$ cat src/rtl/pwm_pulse_decoder.sv
// pwm_pulse_decoder
// Measures a square/PWM waveform: on every rising edge of pwm_in it reports the
// previous period's high time and period length in clk cycles, counts complete
// periods per burst, and flags the end of a burst after TIMEOUT idle cycles.
//
// Ports:
//   clk          in   system clock
//   rst_n        in   asynchronous active-low reset
//   pwm_in       in   waveform under measurement (asynchronous, synchronized here)
//   meas_valid   out  one-cycle pulse, high_time/period updated this cycle
//   high_time    out  high cycles in the last complete period
//   period       out  cycles between the last two rising edges
//   stage_count  out  complete periods in the current burst, saturates at 31
//   burst_active out  high from the first rising edge of a burst until timeout
//   burst_done   out  one-cycle pulse at timeout when stage_count is non-zero
module pwm_pulse_decoder #(
    parameter int unsigned CNT_W   = 19,
    parameter int unsigned TIMEOUT = 400000
) (
    input  logic             clk,
    input  logic             rst_n,
    input  logic             pwm_in,
    output logic             meas_valid,
    output logic [CNT_W-1:0] high_time,
    output logic [CNT_W-1:0] period,
    output logic [4:0]       stage_count,
    output logic             burst_active,
    output logic             burst_done
);

    localparam int unsigned     STAGE_W   = 5;
    localparam logic [CNT_W-1:0] TIMEOUT_C = CNT_W'(TIMEOUT);
    localparam logic [STAGE_W-1:0] STAGE_MAX = STAGE_W'(31);

    typedef enum logic [1:0] {
        IDLE      = 2'd0,
        WAIT_FALL = 2'd1,
        WAIT_RISE = 2'd2
    } state_e;

    logic               s1_q, s2_q, sp_q;
    state_e             state_q, state_d;
    logic [CNT_W-1:0]   cnt_q, cnt_d;
    logic [CNT_W-1:0]   hcnt_q, hcnt_d;
    logic [CNT_W-1:0]   high_time_q, high_time_d;
    logic [CNT_W-1:0]   period_q, period_d;
    logic [STAGE_W-1:0] stage_q, stage_d;
    logic               meas_valid_q, meas_valid_d;
    logic               active_q, active_d;
    logic               done_q, done_d;

    logic               rise_c, fall_c, timeout_c;
    logic [CNT_W-1:0]   cnt_inc_c;
    logic [STAGE_W-1:0] stage_inc_c;

    // Edge detect on the synchronized level
    assign rise_c    = s2_q & ~sp_q;
    assign fall_c    = ~s2_q & sp_q;
    assign timeout_c = (cnt_q == TIMEOUT_C);

    // Counter holds at TIMEOUT so an edge that wins the timeout cycle cannot overflow it
    assign cnt_inc_c   = timeout_c ? cnt_q : cnt_q + CNT_W'(1);
    assign stage_inc_c = (stage_q == STAGE_MAX) ? stage_q : stage_q + STAGE_W'(1);

    // Next-state and output decode
    always_comb begin
        state_d      = state_q;
        cnt_d        = cnt_q;
        hcnt_d       = hcnt_q;
        high_time_d  = high_time_q;
        period_d     = period_q;
        stage_d      = stage_q;
        active_d     = active_q;
        meas_valid_d = 1'b0;
        done_d       = 1'b0;

        unique case (state_q)
            IDLE: begin
                cnt_d = '0;
                if (rise_c) begin
                    state_d  = WAIT_FALL;
                    cnt_d    = CNT_W'(1);
                    stage_d  = '0;
                    active_d = 1'b1;
                end
            end
            WAIT_FALL: begin
                cnt_d = cnt_inc_c;
                if (fall_c) begin
                    hcnt_d  = cnt_q;
                    state_d = WAIT_RISE;
                end else if (timeout_c) begin
                    state_d  = IDLE;
                    cnt_d    = '0;
                    active_d = 1'b0;
                    done_d   = (stage_q != '0);
                end
            end
            WAIT_RISE: begin
                cnt_d = cnt_inc_c;
                if (rise_c) begin
                    high_time_d  = hcnt_q;
                    period_d     = cnt_q;
                    meas_valid_d = 1'b1;
                    stage_d      = stage_inc_c;
                    cnt_d        = CNT_W'(1);
                    state_d      = WAIT_FALL;
                end else if (timeout_c) begin
                    state_d  = IDLE;
                    cnt_d    = '0;
                    active_d = 1'b0;
                    done_d   = (stage_q != '0);
                end
            end
            default: begin
                state_d = IDLE;
                cnt_d   = '0;
            end
        endcase
    end

    // All state, synchronizer and output registers
    always_ff @(posedge clk or negedge rst_n) begin
        if (!rst_n) begin
            s1_q         <= 1'b0;
            s2_q         <= 1'b0;
            sp_q         <= 1'b0;
            state_q      <= IDLE;
            cnt_q        <= '0;
            hcnt_q       <= '0;
            high_time_q  <= '0;
            period_q     <= '0;
            stage_q      <= '0;
            meas_valid_q <= 1'b0;
            active_q     <= 1'b0;
            done_q       <= 1'b0;
        end else begin
            s1_q         <= pwm_in;
            s2_q         <= s1_q;
            sp_q         <= s2_q;
            state_q      <= state_d;
            cnt_q        <= cnt_d;
            hcnt_q       <= hcnt_d;
            high_time_q  <= high_time_d;
            period_q     <= period_d;
            stage_q      <= stage_d;
            meas_valid_q <= meas_valid_d;
            active_q     <= active_d;
            done_q       <= done_d;
        end
    end

    assign meas_valid   = meas_valid_q;
    assign high_time    = high_time_q;
    assign period       = period_q;
    assign stage_count  = stage_q;
    assign burst_active = active_q;
    assign burst_done   = done_q;

endmodule

$ cat config.mk
export PLATFORM = sky130hd
export DESIGN_NAME = pwm_pulse_decoder
export DESIGN_NICKNAME = d
export VERILOG_FILES = /design/src/rtl/pwm_pulse_decoder.sv
export SDC_FILE = /design/constraint.sdc
export NUM_CORES = 1
export LEC_CHECK = 0
export BUFFER_PORTS_ARGS = -buffer_cell sky130_fd_sc_hd__buf_2
export CORE_AREA = 2 2 93 95
export DETAILED_ROUTE_END_ITERATION = 7
export DIE_AREA = 0 0 95 97
export HOLD_SLACK_MARGIN = 0.03
export MAX_ROUTING_LAYER = met4
export PLACE_DENSITY = 0.69
export SYNTH_ARGS = -nofsm -noshare
export SYNTH_HDL_FRONTEND = slang
export SYNTH_SLANG_ARGS = --single-unit
$ cat constraint.sdc
create_clock -name clk -period 2.75 [get_ports clk]
set_input_delay 0.825 -clock clk [delete_from_list [all_inputs] [get_ports clk]]
set_output_delay 0.825 -clock clk [all_outputs]
set_load 0.02 [all_outputs]
# Word level (Yosys, flattened, before mapping)

Index checks and enable logic that the tools add are counted.

Register bits: 89
Output and inout port bits: 46
Logic and storage cells: 61

Add/subtract/negate cells: 2
Equality and inequality tests: 9
Muxes and demuxes: 26
Bitwise operators: 4
Reduce and logical (&&, ||, !) cells: 8

Operators by type and width:

| operator              | count |
|---|---|
| $mux 19               | 4 |
| $pmux 19 s3           | 1 |
| $add 19x1->19 const B | 1 |
| $eq 19x19->1 const B  | 1 |
| $mux 5                | 3 |
| $mux 1                | 10 |
| $ne 2x2->1 const B    | 5 |
| $pmux 5 s2            | 1 |
| $mux 2                | 4 |
| $reduce_and 4->1      | 2 |
| $pmux 2 s3            | 1 |
| $add 5x1->5 const B   | 1 |
| $eq 5x5->1 const B    | 1 |
| $reduce_bool 5->1     | 1 |
| $reduce_and 2->1      | 2 |
| $pmux 1 s3            | 1 |
| $reduce_bool 3->1     | 1 |
| $and 1x1->1           | 2 |
| $eq 2x1->1 const B    | 1 |
| $eq 2x2->1 const B    | 1 |
| $logic_not 2->1       | 1 |
| $not 1->1             | 2 |
| $pmux 1 s2            | 1 |
| $reduce_bool 2->1     | 1 |

# Logic depth before layout (Yosys ltp)

Gate-level depths: netlist (run 1).

Depth after elaboration: 5
Depth in mapped cells: 9

# Worst setup path before layout (run 1)

Ideal clock, no wire load.

Path kind: reg2reg
Start point: reg cnt_q[0]
End point: reg cnt_q[0]
Arrival: 1.839 ns
Required time: 2.678 ns
Slack: 0.839 ns
Cell stages (with the launch flop): 9
Path buffers: 0
Clock period less this slack: 1.911 ns
Path through: dfrtp_1 -> inv_1 -> ha_1 -> and4bb_1 -> nand3_2 -> or2_4 -> ha_1 -> o221a_2 -> nor2_1

Cells in the longest elaborated chain, start to end: 5
Elaborated cells on any way between the ends: 7
Classes of those cells: 1 x add/sub; 1 x eq/ne; 5 x mux

RTL lines:

| what                                                 | RTL line | source |
|---|---|---|
| start, declared                                      | 43       | `logic [CNT_W-1:0] cnt_q, cnt_d;` |
| start signal, assigned                               | 142      | `cnt_q <= cnt_d;` |
| $add 19x1->19 / $eq 19x19->1 (equally long branches) | 62, 59   |  |
| $mux 19                                              | 62       | `assign cnt_inc_c = timeout_c ? cnt_q : cnt_q + CNT_W'(1);` |
| $mux 19                                              | 92, 108  |  |
| $mux 19 (on tied branches)                           | 101, 89  |  |
| $pmux 19 s3 *                                        | 77       | `unique case (state_q)` |
| named net cnt_d[0]                                   | 43       |  |

Mark *: on every way through the listed nets, which the timed path passes. The rest lies on a longest branch.
A chain may end at the register's enable or synchronous reset.

# Final worst setup path (run 1)

Same ends and word-level chain as after synthesis.

==> results of run 1 <==
[area by class of cell]
type	instances	area [um2]	area share, %
Sequential cell	89	2230	49.5
Multi-Input combinational cell	263	1600	35.6
Timing Repair Buffer	54	300	6.67
Tap cell	105	131	2.92
Clock buffer	9	124	2.75
Clock inverter	7	67.6	1.50
Inverter	13	48.8	1.08
[Yosys cell counts (4+ instances only)]
library cell / number / area (um2)
nand3_1: 9 / 45.0
a22oi_1: 4 / 30.0
o21ai_0: 16 / 80.1
inv_1: 12 / 45.0
clkbuf_1: 8 / 30.0
nand2_1: 119 / 447
a21oi_1: 17 / 85.1
xor2_1: 10 / 87.6
dfrtp_1: 89 / 2230
nor2_1: 4 / 15.0
nand4_1: 4 / 25.0
mux2_2: 16 / 180
ha_1: 10 / 125
[sequential cells by signal (all words and copies together), names as in the netlist]
signal / flops
cnt_q: 19
hcnt_q: 19
high_time: 19
period: 19
stage_count: 5
state_q: 2
burst_active: 1
burst_done: 1
meas_valid: 1
s1_q: 1
s2_q: 1
sp_q: 1
[logic make-up after synthesis]
kind of cell    synth area share (%)
xor+xnor                        2.85
flops                           55.7
buf+inv                         4.35
mux                             4.50
compound gates                  8.41
simple gates                    21.1
fa+ha+maj                       3.13
[layer usage]
layer	share of wire [%]	wire length (um)	up-vias	global-route usage (%)
met5	0	0	-	-
met4	1.2	90	0	6.35
met3	2.7	213	8	2.80
met2	50	3940	41	30.3
met1	46	3580	1426	25.4
li1	-	-	1391	-
[stage by stage]
step / setup WS, ns / util, % / power, uW / hold slack (ns)
floorplan: 0.839 / - / 1860 / 0.331
global placement: 0.749 / 53.0 / 2010 / 0.334
detailed placement: 0.664 / 53.0 / 2030 / 0.337
CTS: 0.642 / 55.3 / 2870 / 0.358
global route: 0.559 / 55.3 / 3000 / 0.364
finish: 0.653 / 55.3 / 2840 / 0.355
[worst paths after layout]
kind,startpoint,slack (ns),end
max in group asynchronous,rst_n,1.64,high_time[6]$_DFFE_PN0P_
worst max register to register,cnt_q[0]$_DFF_PN0_,0.65,cnt_q[0]$_DFF_PN0_
min in group asynchronous,rst_n,0.48,period[13]$_DFFE_PN0P_
worst min register to register,s1_q$_DFF_PN0_,0.35,s2_q$_DFF_PN0_
worst max-delay path,cnt_q[0]$_DFF_PN0_,0.65,cnt_q[0]$_DFF_PN0_
worst min-delay path,s1_q$_DFF_PN0_,0.35,s2_q$_DFF_PN0_
[worst max-delay path, cell delays in order (launching register included)]
cell and delay (ns):
dfrtp_1 0.42, inv_1 0.14, ha_1 0.17, and4bb_1 0.21, nand3_2 0.14, or2_4 0.31
ha_1 0.27, o221a_2 0.28, nor2_1 0.09
[power by group]
part           leakage [uW]  internal (uW)  total [uW]  switching [uW]
clock network     0.0000863            344         840             495
logic               0.00106            192         551             359
registers           0.00122           1380        1450            65.7
total               0.00237           1920        2840             920
==> metrics.md, run 1 <==
| Metric | Value |
|---|---|
| Clock skew | 0.00867 ns |
| Worst vdd ir | 451 uV |
| Clock-pin slew on the worst setup and hold paths | 0.09 ns |
| Core Region | 8130 um2 |
| First drt pass iteration count | 4 |
| Register area share after synthesis | 55.7% |
| Final hold violation count | 0 |
| Routed len/inst | 14.5 um |
| Rows | 33 |
| Initial core utilization | 49.2% |
| Post-CTS Hold Buffers | 0 |
| DR vias/cell | 5.31 |
| IO Pins | 49 |
| RSZ-0062 raised after global routing | no |
| NumNets Final | 443 |
| R2r worst-path depth | 8 |
| Final Cycle Share | 76.2% |
| Final Instance Area | 4500 um2 |
| GPL Wtd Cong | 0.840 |
| WHS Path Cells | 0 |
| CP endpoint kind | register |
| Ys flop type | dfrtp_1 |
| Fin cells | 540 |
| # setup viols final | 0 |
| Die height | 97 um |
| Most frequent cells in the layout | 119 x nand2_1, 89 x dfrtp_1, 47 x buf_2 |
| Initial drt markers | 144 |
| Die X | 95 um |
| Post-CTS Setup Inserts | 0 |
| DRC Markers | 0 |
| P_leak | 0.00237 uW |
| First-pass GRT wire length | 13600 um |
| Arr. time, crit path | 2.38 ns |
| Vias in the first global route | 2891 |
| Worst endpoint required time | 3.03 ns |
| Flops & latches, synth | 89 |
| Fillers | 725 |
| Vias | 2866 |
| # diodes | 0 |
| Commonest non-fill, non-tap cell in the layout | nand2_1 |
| Cells after Synth | 385 |
| DP Cell Count | 524 |
| I/O Buffers | 48 |
| Crit-path max FO | 5 |
| Ys Warns | 0 |
| Routed Antenna Nets | 0 |
| Total grt overflow | 0 |
| CTS tree | built |
| Fmax | 477 MHz |
| Slew headroom | 59.2% |
| Hold crit path type | reg2reg |
| Area grow syn2layout | 12.4% |
| Max Cap Viol | 0 |
| Full die area | 9220 um2 |
| Post-synthesis cell type count | 57 |
| Max-slew violations | 0 |
| DP HPWL | 5540 um |
| Longest Clk Path Bufs | 2 |
| Post-cts sizing count | 0 |
| Initial antenna violation count | 0 |
| Share of post-route cells with drive strength above 1 | 24.4% |
| WL final | 7820 um |
| Total Neg Setup Slack | 0 ns |
| Minimum clock period | 2.10 ns |
| Htree depth | 3 |
| Avg Inst Size Synth | 10.4 um2 |
| Synthesized cell area | 4000 um2 |
| Clock latency at the later pin of the worst-skew pair | 0.36 ns |
| Cell area after placement | 4310 um2 |
| Status | finished, final reports clean |
| Post-synthesis async set-or-reset flop share | 100% |
| Synth Net Count | 398 |
| Power Density | 631 nW/um2 |
| Crit Path Class | reg2reg |
| Inserted Clock Buffers | 9 |
| Post-synth EDFFs | 0 |
| Worst Tran Pin Value | 0.612 ns |
| Total track usage | 19.1% |
| Crit start category | register |
| Largest net degree at the start of global routing | 49 |
| Root buffer cell | clkbuf_8 |
| # clock sinks | 89 |
Note: power is estimated with default switching activity, not from simulation.
==> run 2, diff against run 1 <==
- PLACE_DENSITY: 0.69 -> 0.72
- clock period: 2.75 -> 1.9 ns (I/O delays scaled with it)
==> metrics.md, run 2 (same netlist as run 1, synthesis figures left out) <==
| Metric | Value |
|---|---|
| CP endpoint kind | register (unchanged) |
| IO Pins | 49 (unchanged) |
| Final hold violation count | 0 (unchanged) |
| DR vias/cell | 5.18 (was 5.31) |
| Area grow syn2layout | 19.1% (was 12.4%) |
| CP delay by family, top | simple AND/OR/NAND/NOR gates (unchanged) |
| Clock latency at the later pin of the worst-skew pair | 0.36 ns (about the same) |
| Worst vdd ir | 567 uV (was 451 uV) |
| Fin cells | 563 (was 540) |
| Total track usage | 19.7% (was 19.1%) |
| FF+latch area | 2230 um2 (about the same) |
| Initial core utilization | 49.2% (unchanged) |
| Top layer in use | met4 (unchanged) |
| # clock sinks | 89 (unchanged) |
| # setup viols final | 0 (unchanged) |
| Initial antenna violation count | 0 (unchanged) |
| WL final | 8190 um (was 7820 um) |
| Routed Antenna Nets | 0 (unchanged) |
| Crit-path max FO | 3 (was 5) |
| Crit Path Class | reg2reg (unchanged) |
| Largest net degree at the start of global routing | 90 (was 49) |
| Commonest non-fill, non-tap cell in the layout | nand2_1 (unchanged) |
| Met3 Wirelength | 303 um (was 213 um) |
| First drt pass iteration count | 6 (was 4) |
| Share of post-route cells with drive strength above 1 | 29.7% (was 24.4%) |
| WL met2 | 4070 um (was 3940 um) |
| NumNets Final | 466 (was 443) |
| Initial drt markers | 191 (was 144) |
| Final Instance Area | 4760 um2 (was 4500 um2) |
| Fillers | 693 (was 725) |
| Worst Tran Pin Value | 0.501 ns (was 0.612 ns) |
| Worst reg2reg setup slack | 0.09 ns (was 0.65 ns) |
| Root buffer cell | clkbuf_8 (unchanged) |
| Htree depth | 3 (unchanged) |
| WL met1 | 3650 um (was 3580 um) |
| Max stage delay on crit path | 0.41 ns (was 0.42 ns) |
| Max Cap Viol | 0 (unchanged) |
| Fmax | 554 MHz (was 477 MHz) |
| Multi-input logic area | 1630 um2 (was 1600 um2) |
| Final Cycle Share | 95.0% (was 76.2%) |
| WP buf/inv | 1 (unchanged) |
| R2r worst-path depth | 8 (unchanged) |
| Status | finished, final reports clean (unchanged) |
| Pre-CTS setup slack | 0.0388 ns (was 0.664 ns) |
| Clock-pin slew on the worst setup and hold paths | 0.09 ns (about the same) |
| Critical R2R Launch | cnt_q[1]$_DFF_PN0_ (was cnt_q[0]$_DFF_PN0_) |
| Die height | 97 um (unchanged) |
| GPL Wtd Cong | 0.865 (was 0.840) |
| DP HPWL | 5620 um (was 5540 um) |
| Cell area after placement | 4500 um2 (was 4310 um2) |
| CTS tree | built (unchanged) |
| I/O Buffers | 48 (unchanged) |
| Total Neg Setup Slack | 0 ns (unchanged) |
| Rows | 33 (unchanged) |
| Final WS setup | 0.0945 ns (was 0.653 ns) |
| Longest Clk Path Bufs | 2 (unchanged) |
| Most frequent cells in the layout | 119 x nand2_1, 88 x dfrtp_1, 47 x buf_2 (was 119 x nand2_1, 89 x dfrtp_1, 47 x buf_2) |
| Power Density | 945 nW/um2 (was 631 nW/um2) |
| Vias | 2918 (was 2866) |
| DRC Markers | 0 (unchanged) |
| Crit. path cell count | 8 (unchanged) |
| First-pass GRT wire length | 13800 um (was 13600 um) |
| Core Region | 8130 um2 (unchanged) |
| P_leak | 0.00252 uW (was 0.00237 uW) |
| Critical-path top delay cell | dfrtp_1 (unchanged) |
| Full die area | 9220 um2 (unchanged) |
| Clock skew | 0.00826 ns (was 0.00867 ns) |
| Worst endpoint required time | 2.19 ns (was 3.03 ns) |
| Crit start category | register (unchanged) |
| DP Cell Count | 546 (was 524) |
| FF-to-FF End | cnt_q[0]$_DFF_PN0_ (unchanged) |
| Die X | 95 um (unchanged) |
| Inserted Clock Buffers | 9 (unchanged) |
| Slew headroom | 66.1% (was 59.2%) |
| Routed len/inst | 14.5 um (about the same) |
| Vias in the first global route | 2788 (was 2891) |
| Minimum clock period | 1.81 ns (was 2.10 ns) |
| Arr. time, crit path | 2.09 ns (was 2.38 ns) |
| Post-CTS Hold Buffers | 0 (unchanged) |
| Max-slew violations | 0 (unchanged) |
| Critical Path, Cell by Cell | inv_2 > ha_1 > and4bb_1 > nand3_2 > or2_4 > ha_4 > o221a_4 > nor2_2 (was inv_1 > ha_1 > and4bb_1 > nand3_2 > or2_4 > ha_1 > o221a_2 > nor2_1) |
| Hold crit path type | in2async (was reg2reg) |
| # diodes | 0 (unchanged) |
| Total grt overflow | 0 (unchanged) |
run 2: cell count changes in the layout (fill, tap and decap cells not counted), sizes merged:
cell | before | now
clkinv | 3 | 1
buf | 54 | 77
clkinvlp | 3 | 2
bufinv | 0 | 2
inv | 14 | 15
run 2: layer usage:
layer | vias to the layer above | GRT usage (%)
li1 | 1442 | -
met1 | 1410 | 25.7
met2 | 49 | 30.9
met3 | 17 | 4.05
met4 | 0 | 6.13
met5 | - | -
run 2: repair_timing:
item | 4_1_cts | 5_1_grt
gates resized for setup | 0 | 7
buffers inserted | 0 | 1
endpoints found under the hold margin | 0 | 0
endpoints found under the setup margin | 0 | 2
run 2: cell type report:
cell class	instances	area share (%)
flip-flops and latches	89	46.8
repair buffers	77	10.5
inverters	13	1.02
well taps	105	2.76
multi-input cells	263	34.3
clock inverters	7	2.13
clock buffers	9	2.60
run 2: power breakdown:
part	total [uW]	internal, uW	switching (uW)
sequential	2090	2000	82.8
clock	1450	752	695
combinational	968	383	585
total	4500	3140	1360
run 2: worst max path at each step:
| stage | startpoint | end | slack (ns) |
|---|---|---|---|
| finish | cnt_q[1]$_DFF_PN0_ | cnt_q[0]$_DFF_PN0_ | 0.09 |
| global route | cnt_q[1]$_DFF_PN0_ | cnt_q[0]$_DFF_PN0_ | -0.005 |
| CTS | cnt_q[1]$_DFF_PN0_ | cnt_q[0]$_DFF_PN0_ | 0.01 |
| detailed placement | cnt_q[1]$_DFF_PN0_ | cnt_q[0]$_DFF_PN0_ | 0.04 |
| global placement | cnt_q[1]$_DFF_PN0_ | cnt_q[0]$_DFF_PN0_ | 0.09 |
| floorplan | cnt_q[2]$_DFF_PN0_ | cnt_q[0]$_DFF_PN0_ | 0.003 |
run 2: per-stage QoR:
step | util (%) | power (uW) | hold slack (ns)
after floorplan | - | 2700 | 0.274
after global placement | 55.3 | 3010 | 0.343
after detailed placement | 55.3 | 3040 | 0.339
after CTS | 58.1 | 4490 | 0.259
after global routing | 58.6 | 4750 | 0.258
final | 58.6 | 4500 | 0.209
==> run 3, diff against run 2 <==
- PLACE_DENSITY: 0.72 -> 0.69
- clock period: 1.9 -> 2.01 ns (I/O delays scaled with it)
==> metrics.md, run 3 (same netlist as run 1, synthesis figures left out) <==
| Metric | Value |
|---|---|
| Max stage delay on crit path | 0.42 ns (was 0.41 ns) |
| Final Cycle Share | 94.2% (was 95.0%) |
| Worst endpoint required time | 2.29 ns (was 2.19 ns) |
| Overall power | 4310 uW (was 4500 uW) |
| Total Neg Setup Slack | 0 ns (unchanged) |
| Crit Path Class | reg2reg (unchanged) |
| Full die area | 9220 um2 (unchanged) |
| Power share of the clock group | 34.4% (was 32.1%) |
| Core Region | 8130 um2 (unchanged) |
| Fmax | 528 MHz (was 554 MHz) |
| CP endpoint kind | register (unchanged) |
| Longest Clk Path Bufs | 2 (unchanged) |
| Routed len/inst | 14.4 um (was 14.5 um) |
| Status | finished, final reports clean (unchanged) |
| Clock latency at the later pin of the worst-skew pair | 0.36 ns (about the same) |
| WP buf/inv | 1 (unchanged) |
| Share of post-route cells with drive strength above 1 | 28.4% (was 29.7%) |
| Root buffer cell | clkbuf_8 (unchanged) |
| CTS tree | built (unchanged) |
| Multi-input logic area | 1610 um2 (was 1630 um2) |
| Inserted Clock Buffers | 9 (unchanged) |
| # clock sinks | 89 (unchanged) |
| Die X | 95 um (unchanged) |
| Comb power frac | 19.8% (was 21.5%) |
| Post-CTS Hold Buffers | 0 (unchanged) |
| Worst Tran Pin Value | 0.465 ns (was 0.501 ns) |
| Sequential power share | 45.8% (was 46.4%) |
| Final Instance Area | 4770 um2 (was 4760 um2) |
| Most frequent cells in the layout | 119 x nand2_1, 89 x dfrtp_1, 47 x buf_2 (was 119 x nand2_1, 88 x dfrtp_1, 47 x buf_2) |
| CP dominant cell by count | ha_1 |
| Initial core utilization | 49.2% (unchanged) |
| GPL Wtd Cong | 0.902 (was 0.865) |
| Clock skew | 0.0118 ns (was 0.00826 ns) |
| # diodes | 0 (unchanged) |
| Hold crit path type | in2async (unchanged) |
| Power Density | 902 nW/um2 (was 945 nW/um2) |
| IO Pins | 49 (unchanged) |
| DRC Markers | 0 (unchanged) |
| First drt pass iteration count | 4 (was 6) |
| Largest net degree at the start of global routing | 37 (was 90) |
| Critical Path, Cell by Cell | inv_1 > ha_1 > and4bb_1 > nand3_2 > or2_4 > ha_1 > o221a_2 > nor2_1 (was inv_2 > ha_1 > and4bb_1 > nand3_2 > or2_4 > ha_4 > o221a_4 > nor2_2) |
| I/O Buffers | 48 (unchanged) |
| Total track usage | 19.5% (was 19.7%) |
| P_leak | 0.00254 uW (was 0.00252 uW) |
| Crit start category | register (unchanged) |
| WL final | 8100 um (was 8190 um) |
| Die height | 97 um (unchanged) |
| Htree depth | 3 (unchanged) |
| Cell area after placement | 4500 um2 (about the same) |
| Commonest non-fill, non-tap cell in the layout | nand2_1 (unchanged) |
| NumNets Final | 466 (unchanged) |
| Routed Antenna Nets | 0 (unchanged) |
| Crit-path max FO | 5 (was 3) |
| Max Cap Viol | 0 (unchanged) |
| Initial drt markers | 136 (was 191) |
| Rows | 33 (unchanged) |
| Critical-path top delay cell | dfrtp_1 (unchanged) |
| Arr. time, crit path | 2.18 ns (was 2.09 ns) |
| Slew headroom | 69.0% (was 66.1%) |
| Worst vdd ir | 520 uV (was 567 uV) |
| First-pass GRT wire length | 13700 um (was 13800 um) |
| FF+latch area | 2230 um2 (about the same) |
| Initial antenna violation count | 0 (unchanged) |
| Vias | 2989 (was 2918) |
| Fillers | 705 (was 693) |
| Vias in the first global route | 2954 (was 2788) |
| Max-slew violations | 0 (unchanged) |
| Sw power | 1250 uW (was 1360 uW) |
| Final hold violation count | 0 (unchanged) |
| Minimum clock period | 1.89 ns (was 1.81 ns) |
| # setup viols final | 0 (unchanged) |
| Total grt overflow | 0 (unchanged) |
| DR vias/cell | 5.31 (was 5.18) |
| Cell-internal power | 3060 uW (was 3140 uW) |
| CP delay by family, top | simple AND/OR/NAND/NOR gates (unchanged) |
| Clock-pin slew on the worst setup and hold paths | 0.09 ns (about the same) |
| DP HPWL | 5830 um (was 5620 um) |
| Area grow syn2layout | 19.3% (was 19.1%) |
| Sw frac | 29.0% (was 30.3%) |
| RSZ-0062 raised after global routing | no |
-- run 3: path summary, 6_finish.rpt --
check	depth (start not counted)	to	from	slack, ns
max in group asynchronous	2	cnt_q[1]$_DFF_PN0_	rst_n	1.30
hold / removal	1	period[14]$_DFFE_PN0P_	rst_n	0.19
min in group clk	1	s1_q$_DFF_PN0_	pwm_in	0.35
hold reg to reg	0	s2_q$_DFF_PN0_	s1_q$_DFF_PN0_	0.36
setup reg to reg	8	cnt_q[0]$_DFF_PN0_	cnt_q[0]$_DFF_PN0_	0.12
setup / recovery	8	cnt_q[0]$_DFF_PN0_	cnt_q[0]$_DFF_PN0_	0.12
-- run 3: area by class of cell --
type                    instances  area share (%)
repair buffers                 77            10.7
flip-flops and latches         89            46.7
clock buffers                   9            2.60
clock inverters                 7            2.60
inverters                      13            1.02
multi-input cells             263            33.7
well taps                     105            2.75
-- run 3: power by group through the flow --
stage | sequential [uW] | clock (uW) | combinational (uW)
after global routing | 1990 | 1600 | 950
after global placement | 2000 | 0 | 826
after detailed placement | 2010 | 0 | 843
after CTS | 1980 | 1520 | 844
after floorplan | 2060 | 0 | 495
final | 1970 | 1480 | 851
-- run 3: through the flow --
stage,util (%),hold WS [ns],setup WS [ns],cells
after CTS,58.3,0.196,0.0672,560
after detailed placement,55.3,0.336,0.0893,544
after global placement,55.3,0.342,0.136,544
after global routing,58.7,0.221,0.00539,563
final,58.7,0.190,0.117,563
after floorplan,-,0.307,0.0995,385
-- run 3: repair_timing --
item,CTS,global route
buffers inserted,0,3
endpoints found under the setup margin,0,1
gates resized for setup,0,1
-- run 3: metal layers --
metal  wire [um]  global-route usage, %  part of all wire, %  up-vias
met5           0                      -                    0        -
met4         181                   7.25                  2.2        0
met3         218                   3.58                  2.7       20
met2        4120                   31.4                   51       50
met1        3580                   24.5                   44     1484
li1            -                      -                    -     1435
